[config.mk]
export PLATFORM = sky130hd
export DESIGN_NAME = spi_master_arbiter
export DESIGN_NICKNAME = d
export VERILOG_FILES = /design/src/rtl/spi_master_arbiter.sv
export SDC_FILE = /design/constraint.sdc
export NUM_CORES = 1
export LEC_CHECK = 0
export ABC_CLOCK_PERIOD_IN_PS = 4800
export BUFFER_PORTS_ARGS = -buffer_cell sky130_fd_sc_hd__buf_2
export CORE_ASPECT_RATIO = 0.5
export CORE_MARGIN = 2
export CORE_UTILIZATION = 55
export CTS_BUF_LIST = sky130_fd_sc_hd__clkbuf_16
export CTS_CLUSTER_SIZE = 28
export DETAILED_ROUTE_END_ITERATION = 6
export HOLD_SLACK_MARGIN = 0.12
export PLACE_DENSITY_LB_ADDON = 0.3
export SYNTH_ARGS = -nofsm -noshare
export SYNTH_HDL_FRONTEND = slang
export SYNTH_SLANG_ARGS = --single-unit
[constraint.sdc]
create_clock -name sysClk_i -period 4.8 [get_ports sysClk_i]
set_input_delay 0.96 -clock sysClk_i [delete_from_list [all_inputs] [get_ports sysClk_i]]
set_output_delay 0.96 -clock sysClk_i [all_outputs]
set_load 0.005 [all_outputs]
[src/rtl/spi_master_arbiter.sv]
// spi_master_arbiter: round-robin two-requester transaction sequencer for the SPI byte engine,
// with a chip-select-high gap between transactions and an engine watchdog.
`timescale 1ns/1ps
module spi_master_arbiter #(
  parameter int GAP_CYCLES     = 4,
  parameter int TIMEOUT_CYCLES = 1023
) (
  input  logic       sysClk_i,
  input  logic       reset_i,
  input  logic [1:0] req_i,
  input  logic [7:0] byte0_i,
  input  logic [7:0] byte1_i,
  input  logic [1:0] last_i,
  output logic [1:0] gnt_o,
  output logic [1:0] byte_ack_o,
  output logic [7:0] rx_data_o,
  output logic [1:0] rx_valid_o,
  output logic       err_o,
  output logic       eng_start_o,
  output logic [7:0] eng_tx_o,
  output logic       eng_cs_n_o,
  input  logic       eng_done_i,
  input  logic [7:0] eng_rx_i
);
  typedef enum logic [1:0] {IDLE, ISSUE, WAIT, GAP} state_t;
  state_t      state_q;
  logic        ptr_q, g_q, last_q;
  logic [7:0]  gap_q;
  logic [15:0] wd_q;
  logic        sel, timeout;
  assign sel     = (req_i == 2'b11) ? ptr_q : req_i[1];
  // A zero timeout disables the watchdog entirely.
  assign timeout = (TIMEOUT_CYCLES != 0) && (wd_q == 16'(TIMEOUT_CYCLES - 1));
  always_ff @(posedge sysClk_i) begin
    if (reset_i) begin
      state_q     <= IDLE;
      ptr_q       <= 1'b0;
      g_q         <= 1'b0;
      last_q      <= 1'b0;
      gap_q       <= '0;
      wd_q        <= '0;
      gnt_o       <= '0;
      byte_ack_o  <= '0;
      rx_valid_o  <= '0;
      rx_data_o   <= '0;
      err_o       <= 1'b0;
      eng_start_o <= 1'b0;
      eng_tx_o    <= '0;
      eng_cs_n_o  <= 1'b1;
    end else begin
      byte_ack_o  <= '0;
      rx_valid_o  <= '0;
      err_o       <= 1'b0;
      eng_start_o <= 1'b0;
      case (state_q)
        IDLE: if (|req_i) begin
          g_q        <= sel;
          gnt_o      <= sel ? 2'b10 : 2'b01;
          eng_cs_n_o <= 1'b0;
          state_q    <= ISSUE;
        end
        ISSUE: if (!req_i[g_q]) begin
          eng_cs_n_o <= 1'b1;
          gnt_o      <= '0;
          gap_q      <= 8'(GAP_CYCLES - 1);
          state_q    <= GAP;
        end else begin
          eng_tx_o    <= g_q ? byte1_i : byte0_i;
          last_q      <= last_i[g_q];
          eng_start_o <= 1'b1;
          byte_ack_o  <= g_q ? 2'b10 : 2'b01;
          wd_q        <= '0;
          state_q     <= WAIT;
        end
        WAIT: if (eng_done_i) begin
          rx_data_o  <= eng_rx_i;
          rx_valid_o <= g_q ? 2'b10 : 2'b01;
          if (last_q) begin
            eng_cs_n_o <= 1'b1;
            gnt_o      <= '0;
            ptr_q      <= ~g_q;
            gap_q      <= 8'(GAP_CYCLES - 1);
            state_q    <= GAP;
          end else begin
            state_q <= ISSUE;
          end
        end else if (timeout) begin
          err_o      <= 1'b1;
          eng_cs_n_o <= 1'b1;
          gnt_o      <= '0;
          ptr_q      <= ~g_q;
          gap_q      <= 8'(GAP_CYCLES - 1);
          state_q    <= GAP;
        end else begin
          wd_q <= wd_q + 16'd1;
        end
        GAP: if (gap_q == 8'd0) state_q <= IDLE;
             else gap_q <= gap_q - 8'd1;
        default: state_q <= IDLE;
      endcase
    end
  end
endmodule

==> results of run 1 <==
## cells by family (layout without fill, tap and decap cells)
| kind of cell | count (synthesis) | after routing | share of synthesized area [%] |
|---|---|---|---|
| AND/OR/NAND/NOR | 126 | 126 | 24.1 |
| AO/OA/AOI/OAI | 83 | 83 | 21.9 |
| flip-flops | 54 | 54 | 39.8 |
| buffers and inverters | 27 | 76 | 4.10 |
| multiplexers | 15 | 15 | 5.58 |
| adder cells (fa/ha/maj) | 9 | 9 | 4.15 |
| XOR/XNOR | 1 | 1 | 0.323 |
## tightest hold or removal path, cell delays in order, from the launching register on
cell and delay [ps]:
dfxtp_1 310, nand2_1 50, a21oi_1 50
## power by group
| part | total, mW | switching [mW] | internal [mW] |
|---|---|---|---|
| clock | 0.423 | 0.172 | 0.250 |
| combinational | 0.524 | 0.310 | 0.214 |
| sequential | 0.570 | 0.0584 | 0.512 |
| total | 1.52 | 0.541 | 0.975 |
## flip-flops by register name, summed over array words and instances (netlist names), 2 cells and up
name / count
byte_ack_o: 2
eng_tx_o: 8
gap_q: 8
gnt_o: 2
rx_data_o: 8
rx_valid_o: 2
state_q: 2
wd_q: 16
## synth_stat cells, types with 2 or more instances
cell type   n  area, um2
dfxtp_1    54       1080
nand2_1    47        176
a21oi_1    29        145
nor2_1     23       86.3
mux2i_1    14        140
inv_1      11       41.3
o21ai_0    11       55.1
a211oi_1   10       75.1
clkbuf_1   10       37.5
nand3_1    10       50.1
nor3_1     10       50.1
ha_1        9        113
and3_1      7       43.8
a21boi_0    4       30.0
nand4_1     4       25.0
a31o_2      3       26.3
a31oi_1     3       18.8
a32o_1      3       30.0
a41oi_1     3       26.3
and4_1      3       26.3
nand4b_1    3       26.3
nor4_1      3       18.8
a221oi_1    2       17.5
a41o_1      2       20.0
and3b_1     2       17.5
buf_1       2       7.51
buf_2       2       10.0
nor4b_4     2       47.6
o31ai_1     2       15.0
or3_1       2       12.5
## worst paths after layout
| path | startpoint | endpoint | slack, ps | cells past startpoint |
|---|---|---|---|---|
| max | g_q$_SDFFE_PP0P_ | gap_q[0]$_SDFFE_PP0P_ | 2040 | 5 |
| min | rx_data_o[6]$_SDFFE_PP0P_ | rx_data_o[6]$_SDFFE_PP0P_ | 450 | 2 |
| max reg2reg | g_q$_SDFFE_PP0P_ | gap_q[0]$_SDFFE_PP0P_ | 2040 | 5 |
| min reg2reg | rx_data_o[6]$_SDFFE_PP0P_ | rx_data_o[6]$_SDFFE_PP0P_ | 450 | 2 |
## area by class of cell
cell class                 count  area share [%]
timing repair buffer          56            8.86
clock buffer                   5            3.92
multi-input combinational    234            47.7
inverter                      12            1.41
tap                           70            2.74
clock inverter                 3            1.49
sequential                    54            33.9
## per-layer routing
layer | wire length [um] | global-route usage [%]
met5 | 0 | 0
met4 | 63 | 7.02
met3 | 457 | 6.23
met2 | 3100 | 39.6
met1 | 3060 | 32.3
==> reports/results.ini, run 1 <==
[final_layout]
drive_above_1_share_pct=20.9
nets=403
antenna_cells=0
final_area_um2=3190
fill_cells=396
seqCellArea_um2=1080
layout_commonest_cell=buf_2
syn_to_final_growth_pct=17.6
final_cells=434
multi_input_area_um2=1520
post-route-util_pct=65.9
final_cell_mix=55 x buf_2, 54 x dfxtp_1, 47 x nand2_1

[synthesis]
synth-edff-count=0
synth_cell_types=55
ys_ff_latch=54
syn-num-nets=355
synthCells=315
ys.flop_type=dfxtp_1
synth-async-reset-ratio_pct=0
avgSynthCellArea_um2=8.62
synth_area_um2=2720
yosysWarnings=0
ys_seq_area_share_pct=39.8

[critical_path]
critPathKind=reg -> reg
cpMaxStageDelayCell=dfxtp_1
path_cells=mux2_2 > and2_4 > a2111oi_4 > and3_1 > a211oi_1
crit_family=flip-flops
critPathArrivalTime_ps=2900
cp-start-kind=flip-flop
path_buf_inv=0
cp_data_required_time_ps=4950
worst_setup_path_end_kind=flip-flop
critPathMaxFanout=21
critPathMaxStageDelay_ps=870

[power_and_ir_drop]
power.total_mw=1.52
peakVddDrop_mv=0.224
p_per_area_nw_per_um2=475
p_leak_nw=1.26

[timing]
setup_ws_ps=2040
worst_pin_slew_ps=837
final_hold_viol_count=0
maxSlewViolCount=0
period_share_pct=57.4
holdWs_ps=454
fin_skew_ps=6.44
tns_ps=0
setup_viol=0
clock.fmax_ghz=0.363
min_period_ps=2760
slew_headroom_pct=44.1
rsz0062_at_grt=no

[clocking]
clk_pin_slew_worst_paths_ps=70
cts_sinks=54
cts_hold_buf=0
cts_made_buffers=5
htreeDepth=2
clock_latency_ps=300
tritoncts=done
cts_resized=0
root_buffer=clkbuf_16
clock_path_buffers=2
cts_setup_buffers=0

[placement]
dp_slack_ps=2020
gp_congestion=0.874
dpl_cell_area_um2=3020
hpwl_um=4610
portBuffers=55
dp.cells=426

[grt]
grt_pass1_vias=2246
grt_use_total_pct=24.3
grt_pass1_wl_um=10300
grt_remaining_overflow=0
antenna_found_initial=0
grt_max_degree=39

[die]
core.rowCount=18
num_io_pins=56
die_h_um=53.7
dieArea_um2=5550
die_w_um=103
core_region_area_um2=4840
start_util_pct=56.1

[drt]
drt_wl_total_um=6680
drtPass1Iterations=6
postRouteAntennaNets=0
post_drt_wl_per_cell_um=15.4
drt-initial-drc-count=281
viasPerCell=5.90
drc=0
vias=2562

[worst_hold_path]
min_path_type=reg -> reg

[job]
drv_cap=0

[run_status]
status=finished clean

Note: power is estimated with default switching activity, not from simulation.
==> run 2, diff against run 1 <==
Settings changed: ABC_CLOCK_PERIOD_IN_PS 4800 to 2600, CORE_UTILIZATION 55 to 54.
Clock period 4.8 ns to 2.6 ns, I/O delays scaled along.
==> run 2 against run 1 <==
Cell area increased by 0.31%; highest routed layer unchanged; first-iteration DRC count decreased by 22%; maximum frequency increased by 18%; critical endpoint is now gap_q[2]$_SDFFE_PP0P_; sequential share of layout area decreased by 0.11 points; setup slack got worse by 1800 ps; worst hold slack improved by 3.3 ps.
==> reports/results.ini, run 2 (synthesis results as in run 1) <==
[critical_path]
worst_setup_path_end_kind=flip-flop
cp_data_required_time_ps=2840
critPathArrivalTime_ps=2580
cp-start-kind=flip-flop
critPathKind=reg -> reg
critPathMaxFanout=8

[drt]
vias=2584
viasPerCell=5.89
drc=0
drt_wl_total_um=6550
drt-initial-drc-count=218
post_drt_wl_per_cell_um=14.9
postRouteAntennaNets=0
drtPass1Iterations=4

[die]
dieArea_um2=5650
start_util_pct=55.6
core_region_area_um2=4890
die_w_um=104
die_h_um=54.1
num_io_pins=56
core.rowCount=18

[final_layout]
multi_input_area_um2=1520
final_area_um2=3200
largest_reg_flops=16
nets=408
final_cell_mix=55 x buf_2, 54 x dfxtp_1, 47 x nand2_1
regMostFlops=wd_q
seqCellArea_um2=1080
syn_to_final_growth_pct=17.9
fill_cells=394
final_cells=439
layout_commonest_cell=buf_2
drive_above_1_share_pct=21.7
antenna_cells=0

[timing]
rsz0062_at_grt=no
fin_skew_ps=3.21
tns_ps=0
slew_headroom_pct=58.1
final_hold_viol_count=0
setup_ws_ps=263
setup_viol=0
clock.fmax_ghz=0.428
worst_pin_slew_ps=619
min_period_ps=2340
period_share_pct=89.9
maxSlewViolCount=0

[clocking]
htreeDepth=2
cts_made_buffers=5
tritoncts=done
cts_sinks=54
clk_pin_slew_worst_paths_ps=70
cts_setup_buffers=0
clock_latency_ps=290
root_buffer=clkbuf_16
cts_hold_buf=0
clock_path_buffers=2
cts_resized=0

[grt]
grt_use_total_pct=23.5
grt_pass1_wl_um=10300
grt_remaining_overflow=0
antenna_found_initial=0
grt_pass1_vias=2222
grt_max_degree=31

[placement]
gp_congestion=0.868
portBuffers=55
hpwl_um=4640
dp_slack_ps=235
dp.cells=431
dpl_cell_area_um2=3060

[power_and_ir_drop]
clkPwrFrac_pct=24.8
peakVddDrop_mv=0.458
p_per_area_nw_per_um2=845
p_comb_share_pct=37.0
p_seq_share_pct=38.2
p_leak_nw=1.27
internal_power_mw=1.71
switching_share_pct=36.9
switching_power_mw=0.999

[run_status]
status=finished clean

[job]
drv_cap=0

[worst_hold_path]
min_path_type=in -> reg

==> run 2: path summary, 6_finish.rpt <==
path / from / to / slack, ps / cells past startpoint
setup / recovery: wd_q[1]$_SDFFE_PP0P_ / gap_q[2]$_SDFFE_PP0P_ / 260 / 6
hold / removal: eng_rx_i[4] / rx_data_o[4]$_SDFFE_PP0P_ / 460 / 3
setup reg to reg: wd_q[1]$_SDFFE_PP0P_ / gap_q[2]$_SDFFE_PP0P_ / 260 / 6
hold reg to reg: rx_data_o[4]$_SDFFE_PP0P_ / rx_data_o[4]$_SDFFE_PP0P_ / 460 / 2
==> run 2: power by group through the flow <==
stage | clock network [mW] | registers (mW) | logic [mW]
2_1_floorplan | 0 | 1.04 | 0.712
3_3_place_gp | 0 | 1.04 | 0.941
3_5_place_dp | 0 | 1.05 | 0.982
4_1_cts | 0.680 | 1.03 | 0.993
5_1_grt | 0.717 | 1.05 | 1.11
6_report | 0.671 | 1.03 | 1.00
==> run 2: per-stage QoR <==
step	power [mW]	hold slack, ps	utilization, %
after floorplan	1.75	453	-
after global placement	1.98	440	62.5
after detailed placement	2.03	448	62.5
after CTS	2.71	453	65.5
after global routing	2.88	456	65.5
final	2.71	457	65.5
==> run 2: per-layer routing <==
metal,track usage [%],wire [um],vias up
met4,9.46,79,0
met1,30.5,2990,1206
met3,6.66,537,12
met5,0,0,-
li1,-,-,1261
met2,37.9,2940,105
==> run 2: cell type report <==
| type | count | area share (%) |
|---|---|---|
| tap | 70 | 2.74 |
| clock buffer | 5 | 3.91 |
| inverter | 12 | 1.41 |
| multi-input combinational | 234 | 47.6 |
| clock inverter | 3 | 0.625 |
| timing repair buffer | 61 | 10.0 |
| sequential | 54 | 33.8 |
==> run 2: worst max-delay path, stage by stage, from the launching register on <==
cell and delay (ps):
dfxtp_1 400, ha_1 190, nor4b_4 300, a41oi_4 220, a2111oi_4 630, and3_1 350
a41o_1 190
==> run 3, diff against run 2 <==
Settings changed: CELL_PAD_IN_SITES_DETAIL_PLACEMENT from default to 0, CELL_PAD_IN_SITES_GLOBAL_PLACEMENT from default to 1, CORE_UTILIZATION 54 to 40, GPL_TIMING_DRIVEN from default to 0.
==> run 3 against run 2 <==
First-iteration DRC count is 42% lower; non-clock buffer count is 8 higher; worst hold slack worse by 8.7 ps; maximum frequency is 1.8% lower.
==> reports/results.ini, run 3 (synthesis results as in run 1) <==
[grt]
grt_pass1_vias=2366
grt_remaining_overflow=0
grt_max_degree=20
antenna_found_initial=0
grt_use_total_pct=18.9
grt_pass1_wl_um=11500

[die]
start_util_pct=41.0
core.rowCount=21
die_w_um=121
num_io_pins=56
core_region_area_um2=6620
dieArea_um2=7500
die_h_um=62.3

[final_layout]
post-route-util_pct=49.3
nets=416
drive_above_1_share_pct=21.2
antenna_cells=0
syn_to_final_growth_pct=20.1
layout_commonest_cell=buf_2
largest_reg_flops=16
final_cell_mix=57 x buf_2, 54 x dfxtp_1, 47 x nand2_1
final_area_um2=3260
regMostFlops=wd_q
fill_cells=650

[timing]
fin_skew_ps=6.57
clock.fmax_ghz=0.420
maxSlewViolCount=0
min_period_ps=2380
setup_viol=0
setup_ws_ps=219
slew_headroom_pct=46.9
tns_ps=0
rsz0062_at_grt=no
period_share_pct=91.6
worst_pin_slew_ps=790
final_hold_viol_count=0

[clocking]
root_buffer=clkbuf_16
clock_latency_ps=300
tritoncts=done
cts_sinks=54
clock_path_buffers=2
htreeDepth=2
cts_made_buffers=5
cts_setup_buffers=0
clk_pin_slew_worst_paths_ps=80

[placement]
dp_slack_ps=-122
gp_congestion=0.839
portBuffers=55
hpwl_um=4950
dpl_cell_area_um2=3110

[drt]
viasPerCell=5.42
drt_wl_total_um=6690
post_drt_wl_per_cell_um=14.3
drtPass1Iterations=4
drc=0
postRouteAntennaNets=0
vias=2541
drt-initial-drc-count=126

[critical_path]
critPathArrivalTime_ps=2620
cp-start-kind=flip-flop
worst_setup_path_end_kind=flip-flop
cp_data_required_time_ps=2840
critPathKind=reg -> reg
critPathMaxFanout=8

[power_and_ir_drop]
power.total_mw=2.73
p_per_area_nw_per_um2=837
peakVddDrop_mv=0.341
p_leak_nw=1.28

[worst_hold_path]
min_path_type=in -> reg

[run_status]
status=finished clean

[job]
drv_cap=0

[run 3: cell types whose count changed in the layout (fill, tap and decap cells not counted), sizes merged]
cell / delta
inv: +1
buf: -1
clkbuf: +9
clkinvlp: -1
[run 3: final timing paths]
kind | start | endpoint | slack, ps | cells after the start
max | wd_q[1]$_SDFFE_PP0P_ | gap_q[4]$_SDFFE_PP0P_ | 220 | 6
min | eng_rx_i[0] | rx_data_o[0]$_SDFFE_PP0P_ | 450 | 3
max reg2reg | wd_q[1]$_SDFFE_PP0P_ | gap_q[4]$_SDFFE_PP0P_ | 220 | 6
min reg2reg | rx_data_o[6]$_SDFFE_PP0P_ | rx_data_o[6]$_SDFFE_PP0P_ | 460 | 2
[run 3: routing by layer]
metal | part of all wire, % | routed length (um) | vias up | GRT usage (%)
li1 | - | - | 1283 | -
met1 | 50 | 3320 | 1198 | 26.4
met2 | 44 | 2960 | 55 | 28.7
met3 | 5.2 | 351 | 5 | 5.33
met4 | 0.94 | 63 | 0 | 5.09
met5 | 0 | 0 | - | 0
[run 3: timing repair]
item,CTS,global route
hold buffers,0,0
setup endpoints to repair,9,17
resized for setup,2,0
pin swaps,0,0
[run 3: power by group]
group	total, mW	internal, mW	switching (mW)
clock network	0.701	0.370	0.331
logic	1.00	0.406	0.593
registers	1.03	0.945	0.0861
total	2.73	1.72	1.01
[run 3: worst max-delay path: stages (launching register included)]
cell and delay (ps):
dfxtp_1 410, ha_1 190, nor4b_4 300, a41oi_4 240, a2111oi_4 620, and3_1 360, a41o_1 200
[run 3: metrics by stage]
stage | std cells | hold WS (ps)
finish | 469 | 449
global route | 469 | 442
CTS | 470 | 444
detailed placement | 462 | 444
global placement | 462 | 441
floorplan | 315 | 453
[run 3: area by class of cell]
class | instances | area, um2 | area share [%]
multi-input combinational | 234 | 1530 | 46.8
clock buffer | 5 | 125 | 3.84
buffer | 14 | 62.6 | 1.92
tap | 92 | 115 | 3.53
clock inverter | 3 | 28.8 | 0.882
sequential | 54 | 1080 | 33.1
timing repair buffer | 55 | 275 | 8.44
inverter | 12 | 46.3 | 1.42
